**src/rtl/cache_pkg.sv**
```systemverilog
// rtl/cache_pkg.sv - shared state encodings, size defaults and address field helpers for the word cache
package cache_pkg;

    localparam int ADDR_W_DEF  = 19;
    localparam int INDEX_W_DEF = 6;

    typedef enum logic [1:0] {
        IDLE    = 2'd0,
        RD_MISS = 2'd1,
        WR_THRU = 2'd2
    } state_e;

    // Both helpers return the field right-justified; callers truncate to their own widths.
    function automatic logic [31:0] index_of(input logic [31:0] addr, input int index_w);
        return (addr >> 2) & ((32'd1 << index_w) - 32'd1);
    endfunction

    function automatic logic [31:0] tag_of(input logic [31:0] addr, input int addr_w, input int index_w);
        logic [31:0] mask;
        mask = (addr_w >= 32) ? '1 : ((32'd1 << addr_w) - 32'd1);
        return (addr & mask) >> (index_w + 2);
    endfunction

endpackage

```
**src/rtl/cache_line_array.sv**
```systemverilog
// rtl/cache_line_array.sv - direct-mapped line storage: async hit/data lookup, one sync write port
module cache_line_array
    import cache_pkg::*;
#(
    parameter int INDEX_W = INDEX_W_DEF,
    parameter int TAG_W   = ADDR_W_DEF - INDEX_W_DEF - 2
) (
    input  logic               clk,
    input  logic               rst,
    input  logic [INDEX_W-1:0] rd_index,
    input  logic [TAG_W-1:0]   rd_tag,
    output logic               hit,
    output logic [31:0]        rd_data,
    input  logic               we,
    input  logic [INDEX_W-1:0] wr_index,
    input  logic [TAG_W-1:0]   wr_tag,
    input  logic [31:0]        wr_data,
    input  logic               set_valid
);

    localparam int LINES = 1 << INDEX_W;

    logic [LINES-1:0] valid_q;
    logic [LINES-1:0] valid_d;
    logic [TAG_W-1:0] tag_mem  [LINES];
    logic [31:0]      data_mem [LINES];

    always_comb begin
        valid_d = valid_q;
        if (we && set_valid) begin
            valid_d[wr_index] = 1'b1;
        end
    end

    always_ff @(posedge clk or posedge rst) begin
        if (rst) begin
            valid_q <= '0;
        end else begin
            valid_q <= valid_d;
        end
    end

    // Tag and data contents are meaningless until their valid bit is set, so they are not reset.
    always_ff @(posedge clk) begin
        if (we) begin
            tag_mem[wr_index]  <= wr_tag;
            data_mem[wr_index] <= wr_data;
        end
    end

    assign hit     = valid_q[rd_index] && (tag_mem[rd_index] == rd_tag);
    assign rd_data = data_mem[rd_index];

endmodule

```
**src/rtl/sram_cache_controller.sv**
```systemverilog
// rtl/sram_cache_controller.sv - write-through no-allocate word cache in front of sram_controller; CACHE_STATS_EN adds hit/miss counters
module sram_cache_controller
    import cache_pkg::*;
#(
    parameter int ADDR_W  = ADDR_W_DEF,
    parameter int INDEX_W = INDEX_W_DEF
) (
    input  logic        clk,
    input  logic        rst,
    input  logic        r_en_in,
    input  logic        w_en_in,
    input  logic [31:0] address_in,
    input  logic [31:0] write_data_in,
    output logic [31:0] read_data_out,
    output logic        ready_out,
    output logic        sram_r_en_out,
    output logic        sram_w_en_out,
    output logic [31:0] sram_address_out,
    output logic [31:0] sram_write_data_out,
    input  logic [31:0] sram_read_data_in,
    input  logic        sram_ready_in
`ifdef CACHE_STATS_EN
    ,
    output logic [31:0] hit_count_out,
    output logic [31:0] miss_count_out
`endif
);

    localparam int TAG_W = ADDR_W - INDEX_W - 2;

    state_e             state_q;
    state_e             state_d;
    logic [INDEX_W-1:0] line_index;
    logic [TAG_W-1:0]   line_tag;
    logic               line_hit;
    logic [31:0]        line_data;
    logic               line_we;
    logic               line_set_valid;
    logic [31:0]        line_wr_data;

    assign line_index = INDEX_W'(index_of(address_in, INDEX_W));
    assign line_tag   = TAG_W'(tag_of(address_in, ADDR_W, INDEX_W));

    cache_line_array #(
        .INDEX_W (INDEX_W),
        .TAG_W   (TAG_W)
    ) u_lines (
        .clk       (clk),
        .rst       (rst),
        .rd_index  (line_index),
        .rd_tag    (line_tag),
        .hit       (line_hit),
        .rd_data   (line_data),
        .we        (line_we),
        .wr_index  (line_index),
        .wr_tag    (line_tag),
        .wr_data   (line_wr_data),
        .set_valid (line_set_valid)
    );

    assign sram_address_out    = {address_in[31:2], 2'b00};
    assign sram_write_data_out = write_data_in;

    // While rst is high the outputs show the idle values regardless of any held request.
    always_comb begin
        state_d        = state_q;
        ready_out      = 1'b1;
        read_data_out  = '0;
        sram_r_en_out  = 1'b0;
        sram_w_en_out  = 1'b0;
        line_we        = 1'b0;
        line_set_valid = 1'b0;
        line_wr_data   = write_data_in;
        if (!rst) begin
            case (state_q)
                IDLE: begin
                    if (w_en_in) begin
                        ready_out = 1'b0;
                        state_d   = WR_THRU;
                    end else if (r_en_in) begin
                        if (line_hit) begin
                            read_data_out = line_data;
                        end else begin
                            ready_out = 1'b0;
                            state_d   = RD_MISS;
                        end
                    end
                end
                RD_MISS: begin
                    sram_r_en_out = 1'b1;
                    if (sram_ready_in) begin
                        read_data_out  = sram_read_data_in;
                        line_we        = 1'b1;
                        line_set_valid = 1'b1;
                        line_wr_data   = sram_read_data_in;
                        state_d        = IDLE;
                    end else begin
                        ready_out = 1'b0;
                    end
                end
                WR_THRU: begin
                    sram_w_en_out = 1'b1;
                    if (sram_ready_in) begin
                        line_we        = line_hit;
                        line_set_valid = line_hit;
                        state_d        = IDLE;
                    end else begin
                        ready_out = 1'b0;
                    end
                end
                default: state_d = IDLE;
            endcase
        end
    end

    always_ff @(posedge clk or posedge rst) begin
        if (rst) begin
            state_q <= IDLE;
        end else begin
            state_q <= state_d;
        end
    end

`ifdef CACHE_STATS_EN
    logic        count_hit;
    logic        count_miss;
    logic [31:0] hit_count_q;
    logic [31:0] hit_count_d;
    logic [31:0] miss_count_q;
    logic [31:0] miss_count_d;

    assign count_hit  = (state_q == IDLE) && !rst && r_en_in && !w_en_in && line_hit;
    assign count_miss = (state_q == IDLE) && (state_d == RD_MISS);

    always_comb begin
        hit_count_d  = hit_count_q;
        miss_count_d = miss_count_q;
        if (count_hit && (hit_count_q != 32'hFFFF_FFFF)) begin
            hit_count_d = hit_count_q + 32'd1;
        end
        if (count_miss && (miss_count_q != 32'hFFFF_FFFF)) begin
            miss_count_d = miss_count_q + 32'd1;
        end
    end

    always_ff @(posedge clk or posedge rst) begin
        if (rst) begin
            hit_count_q  <= '0;
            miss_count_q <= '0;
        end else begin
            hit_count_q  <= hit_count_d;
            miss_count_q <= miss_count_d;
        end
    end

    assign hit_count_out  = hit_count_q;
    assign miss_count_out = miss_count_q;
`endif

endmodule

```
**config.mk**
```make
export PLATFORM = sky130hd
export DESIGN_NAME = sram_cache_controller
export DESIGN_NICKNAME = d
export VERILOG_FILES = /design/src/rtl/cache_pkg.sv /design/src/rtl/cache_line_array.sv /design/src/rtl/sram_cache_controller.sv
export SDC_FILE = /design/constraint.sdc
export NUM_CORES = 2
export LEC_CHECK = 0
export ABC_AREA = 1
export CAP_MARGIN = 20
export CORE_MARGIN = 5
export CORE_UTILIZATION = 30
export DETAILED_ROUTE_END_ITERATION = 16
export SLEW_MARGIN = 15
export SYNTH_ARGS = -nofsm -noshare
export SYNTH_HDL_FRONTEND = slang
export SYNTH_SLANG_ARGS = --single-unit
```
**constraint.sdc**
```tcl
create_clock -name clk -period 6.3 [get_ports clk]
set_input_delay 1.26 -clock clk [delete_from_list [all_inputs] [get_ports clk]]
set_output_delay 1.26 -clock clk [all_outputs]
set_load 0.1 [all_outputs]
```
==> results by group <==
Run status
  – Outcome: finished clean

Detailed routing
  – Initial DRC count: ~8300
  – ANT nets after route: 0
  – Via count: ~70000
  – Total Routed Length: between 300000 and 400000 um
  – Drt via density: 5.105
  – DR WL/cell: 23.97 um
  – Number of remaining DRC errors: 0
  – Drt first pass iters: 8

Timing
  – Count of pins over their slew limit: 0
  – Worst slew margin: 0.3107
  – Min Hold Slack: roughly 0.45 ns
  – Min cycle time layout: 6.173 ns
  – Final Cycle Share: 0.9798
  – Endpoints failing setup: 0
  – Slew @ Worst Pin: between 1 and 1.5 ns
  – FMAX: approximately 0.16 GHz
  – Worst Slack Setup Final: 0.1272 ns
  – RSZ-0062 raised after global routing: false
  – Endpoints failing hold: 0
  – Final setup skew: approximately 0.1 ns

Die
  – Initial Util: 0.3013
  – Site row count: around 220
  – Chip height: about 610 um
  – Die area: 376500 um^2
  – Area of the core: roughly 360000 um^2
  – DIE WIDTH: ~600 um
  – Ports: 200

Global route
  – Number of global-route vias before repair: around 67000
  – Initial antenna violation count: 5
  – Largest net degree at the start of global routing: 114
  – Overflow after GRT: 0
  – Gr usage total: 0.1682
  – First-pass GRT wire length: 470300 um

Worst setup path
  – WS Path Type: in -> out
  – Worst EP required: between 5 and 6 ns
  – Worst reg2reg path endpoint: u_lines.tag_mem[11][10]$_DFFE_PP_
  – Startpoint class of the critical path: input port
  – R2R cell count: 20
  – CP startpoint: address_in[4]
  – CP endpoint: read_data_out[11]
  – CP endpoint kind: primary output
  – Worst R2R Setup Slack: between 2 and 2.5 ns
  – Crit Path Max Fanout: 25
  – FF-to-FF Start: u_lines.tag_mem[12][6]$_DFFE_PP_
  – WP data arrival: 4.91 ns

Clocking
  – CTS tree: built
  – H-tree depth: 5
  – Cts bufs inserted: 300
  – Hold-fix buffers, CTS: 0
  – Worst skew pair latency: around 0.96 ns
  – Reg clk slew, reported paths: 0.06 ns
  – CTS max path bufs: 4
  – Root buffer cell: clkbuf_16
  – Clk sinks: between 2000 and 3000

Power and ir drop
  – Lkg Pwr: roughly 47 nW
  – Design Power: around 40 mW
  – Maximum resistive drop on vdd: between 0.0002 and 0.00025 V
  – Power density cells: 304.9 nW/um^2

Synthesis
  – Cell variety after synth: 40
  – Syn_area_per_cell: approximately 14 um^2
  – Flops & latches, synth: roughly 2800
  – Yosys Warn Count: 0
  – Mapped Area: 109300 um^2
  – Sequential area share after synthesis: 0.7711
  – Async set-reset flop share out of synthesis: 0.02342
  – Post-Synthesis Cells: 8065
  – Ys flop type: edfxtp_1
  – Number of synthesized flops with an enable pin: 2752

Place
  – I/O Buffers: approximately 170
  – Placed cell area: between 100000 and 150000 um^2
  – Placer Congestion: approximately 0.84
  – Hpwl dp: 197000 um
  – Setup WS pre-CTS: roughly 0.041 ns

Final layout
  – Nets: 8857
  – Layout fillers: 34080
  – Post-route core utilization: 0.3651
  – Layout area overhead: 21.16%
  – Post-route cell area: 132400 um^2
  – Fraction of layout cells with a size suffix above 1: 0.1508

Min path
  – Worst hold-check path type: reg -> reg

Job
  – Max cap viols: 0
## timing repair
action / CTS / global route
setup buffers: 0 / 1
setup endpoints to repair: 0 / 33
resized for setup: 0 / 4
## synth_stat cells, types with 15 or more instances
cell type | instances | share of area
edfxtp_1 | 2752 | 0.76
nand2_1 | 1346 | 0.046
nor2_1 | 879 | 0.030
o22ai_1 | 721 | 0.041
inv_1 | 609 | 0.021
nand3_1 | 323 | 0.015
buf_2 | 212 | 0.0097
o21ai_0 | 169 | 0.0077
clkbuf_1 | 153 | 0.0053
o211ai_1 | 118 | 0.0081
buf_4 | 91 | 0.0062
o22a_1 | 89 | 0.0071
a21oi_1 | 85 | 0.0039
or2_2 | 74 | 0.0042
dfrtp_1 | 66 | 0.015
nand4_1 | 54 | 0.0031
nor3_1 | 50 | 0.0023
a21o_1 | 46 | 0.0032
o21ai_1 | 42 | 0.0019
buf_1 | 40 | 0.0014
mux2_2 | 32 | 0.0033
o31ai_1 | 22 | 0.0015
o2111ai_1 | 19 | 0.0015
o221ai_1 | 18 | 0.0014
nand3b_1 | 15 | 0.0010
## power breakdown
part | switching [mW] | total, mW | leakage, nW | internal (mW)
clock | 6.99 | 16.8 | 4.46 | 9.81
combinational | 1.99 | 2.75 | 17.2 | 0.760
sequential | 0.0112 | 20.8 | 25.3 | 20.8
## cells by family (layout without fill, tap and decap cells)
| family | after synthesis | after routing | share of synthesized area |
|---|---|---|---|
| AO/OA/AOI/OAI | 1331 | 1331 | 0.07782 |
| adder cells (fa/ha/maj) | 4 | 4 | 0.0004579 |
| buffers and inverters | 1112 | 2006 | 0.04380 |
| flip-flops | 2818 | 2818 | 0.7711 |
| multiplexers | 32 | 32 | 0.003296 |
| other | 1 | 4 | 0.00003430 |
| AND/OR/NAND/NOR | 2767 | 2767 | 0.1035 |
## per-layer routing
layer,track usage,up-vias,part of all wire
met4,0.05416,0,0.032
met2,0.2740,3447,0.48
met3,0.02242,560,0.082
met1,0.2330,35660,0.41
li1,-,30570,-
met5,0,-,0
## state kept, by name (all words and copies together) (netlist names)
| signal | count |
|---|---|
| u_lines.tag_mem | 704 |
| u_lines.data_mem | 2048 |
| u_lines.valid_q | 64 |
| state_q | 2 |
## worst max-delay path, stage by stage
cell,delay (ns)
clkdlybuf4s50_1,0.40
buf_4,0.19
nand2_2,0.17
inv_2,0.15
buf_12,0.18
nand2_4,0.14
buf_12,0.28
buf_4,0.25
buf_4,0.25
o221ai_1,0.14
nor3_1,0.21
o21ai_0,0.15
nand2_1,0.08
nand3_1,0.12
nor2_1,0.12
buf_4,0.13
nand4_1,0.11
a21oi_1,0.26
buf_12,0.21
## stage by stage
step           std cells  setup TNS [ns]
4_1_cts            13750               0
2_1_floorplan       8066               0
3_5_place_dp       13240               0
3_3_place_gp       13240        -0.05447
5_1_grt            13760               0
6_report           13760               0
## worst min path at each step
stage	slack [ns]	startpoint	cells after the start	to
floorplan	0.42	u_lines.valid_q[0]$_DFFE_PP0N_	2	u_lines.valid_q[0]$_DFFE_PP0N_
CTS	0.45	u_lines.valid_q[5]$_DFFE_PP0N_	2	u_lines.valid_q[5]$_DFFE_PP0N_
detailed placement	0.44	u_lines.valid_q[5]$_DFFE_PP0N_	2	u_lines.valid_q[5]$_DFFE_PP0N_
global placement	0.43	u_lines.valid_q[54]$_DFFE_PP0N_	2	u_lines.valid_q[54]$_DFFE_PP0N_
finish	0.45	u_lines.valid_q[29]$_DFFE_PP0N_	2	u_lines.valid_q[29]$_DFFE_PP0N_
global route	0.46	u_lines.valid_q[61]$_DFFE_PP0N_	2	u_lines.valid_q[61]$_DFFE_PP0N_
## placed cells by master (no fill, tap or decap), types with 5 or more instances in the layout
| master | netlist | final |
|---|---|---|
| nand2_4 | 1 | 9 |
| o2111ai_1 | 19 | 19 |
| buf_12 | 0 | 266 |
| or2_0 | 8 | 8 |
| nand3_1 | 323 | 323 |
| or2_2 | 74 | 74 |
| clkdlybuf4s50_1 | 0 | 119 |
| mux2_4 | 0 | 12 |
| buf_2 | 212 | 12 |
| edfxtp_1 | 2752 | 2752 |
| inv_1 | 609 | 543 |
| o31ai_1 | 22 | 22 |
| inv_6 | 0 | 5 |
| o22ai_1 | 721 | 721 |
| nor3_1 | 50 | 41 |
| buf_4 | 91 | 481 |
| clkbuf_16 | 0 | 308 |
| o221ai_1 | 18 | 18 |
| or2_1 | 6 | 6 |
| o22a_1 | 89 | 89 |
| o211ai_1 | 118 | 118 |
| nor2_4 | 2 | 6 |
| clkinvlp_4 | 0 | 10 |
| o21ai_0 | 169 | 169 |
| nor2_1 | 879 | 873 |
| o21ai_1 | 42 | 42 |
| dfrtp_1 | 66 | 66 |
| clkbuf_1 | 153 | 68 |
| mux2_2 | 32 | 20 |
| clkinv_1 | 2 | 60 |
| nor3_2 | 0 | 9 |
| a21oi_1 | 85 | 85 |
| inv_2 | 4 | 68 |
| nand2_1 | 1346 | 1336 |
| a21o_1 | 46 | 46 |
| nand4_1 | 54 | 54 |
| nand3b_1 | 15 | 15 |
| clkinv_2 | 0 | 36 |
| bufinv_16 | 0 | 22 |
## cell type report
cell class,count,area (um^2),area share
clock buffer,377,7965,0.06014
timing repair buffer,881,10240,0.07731
sequential,2818,84290,0.6364
clock inverter,133,1200,0.009060
antenna,2,5.005,0.00003779
inverter,615,2316,0.01749
tap,4794,5998,0.04529
multi-input combinational,4136,20430,0.1542
Power figures use the tool's default switching activity.
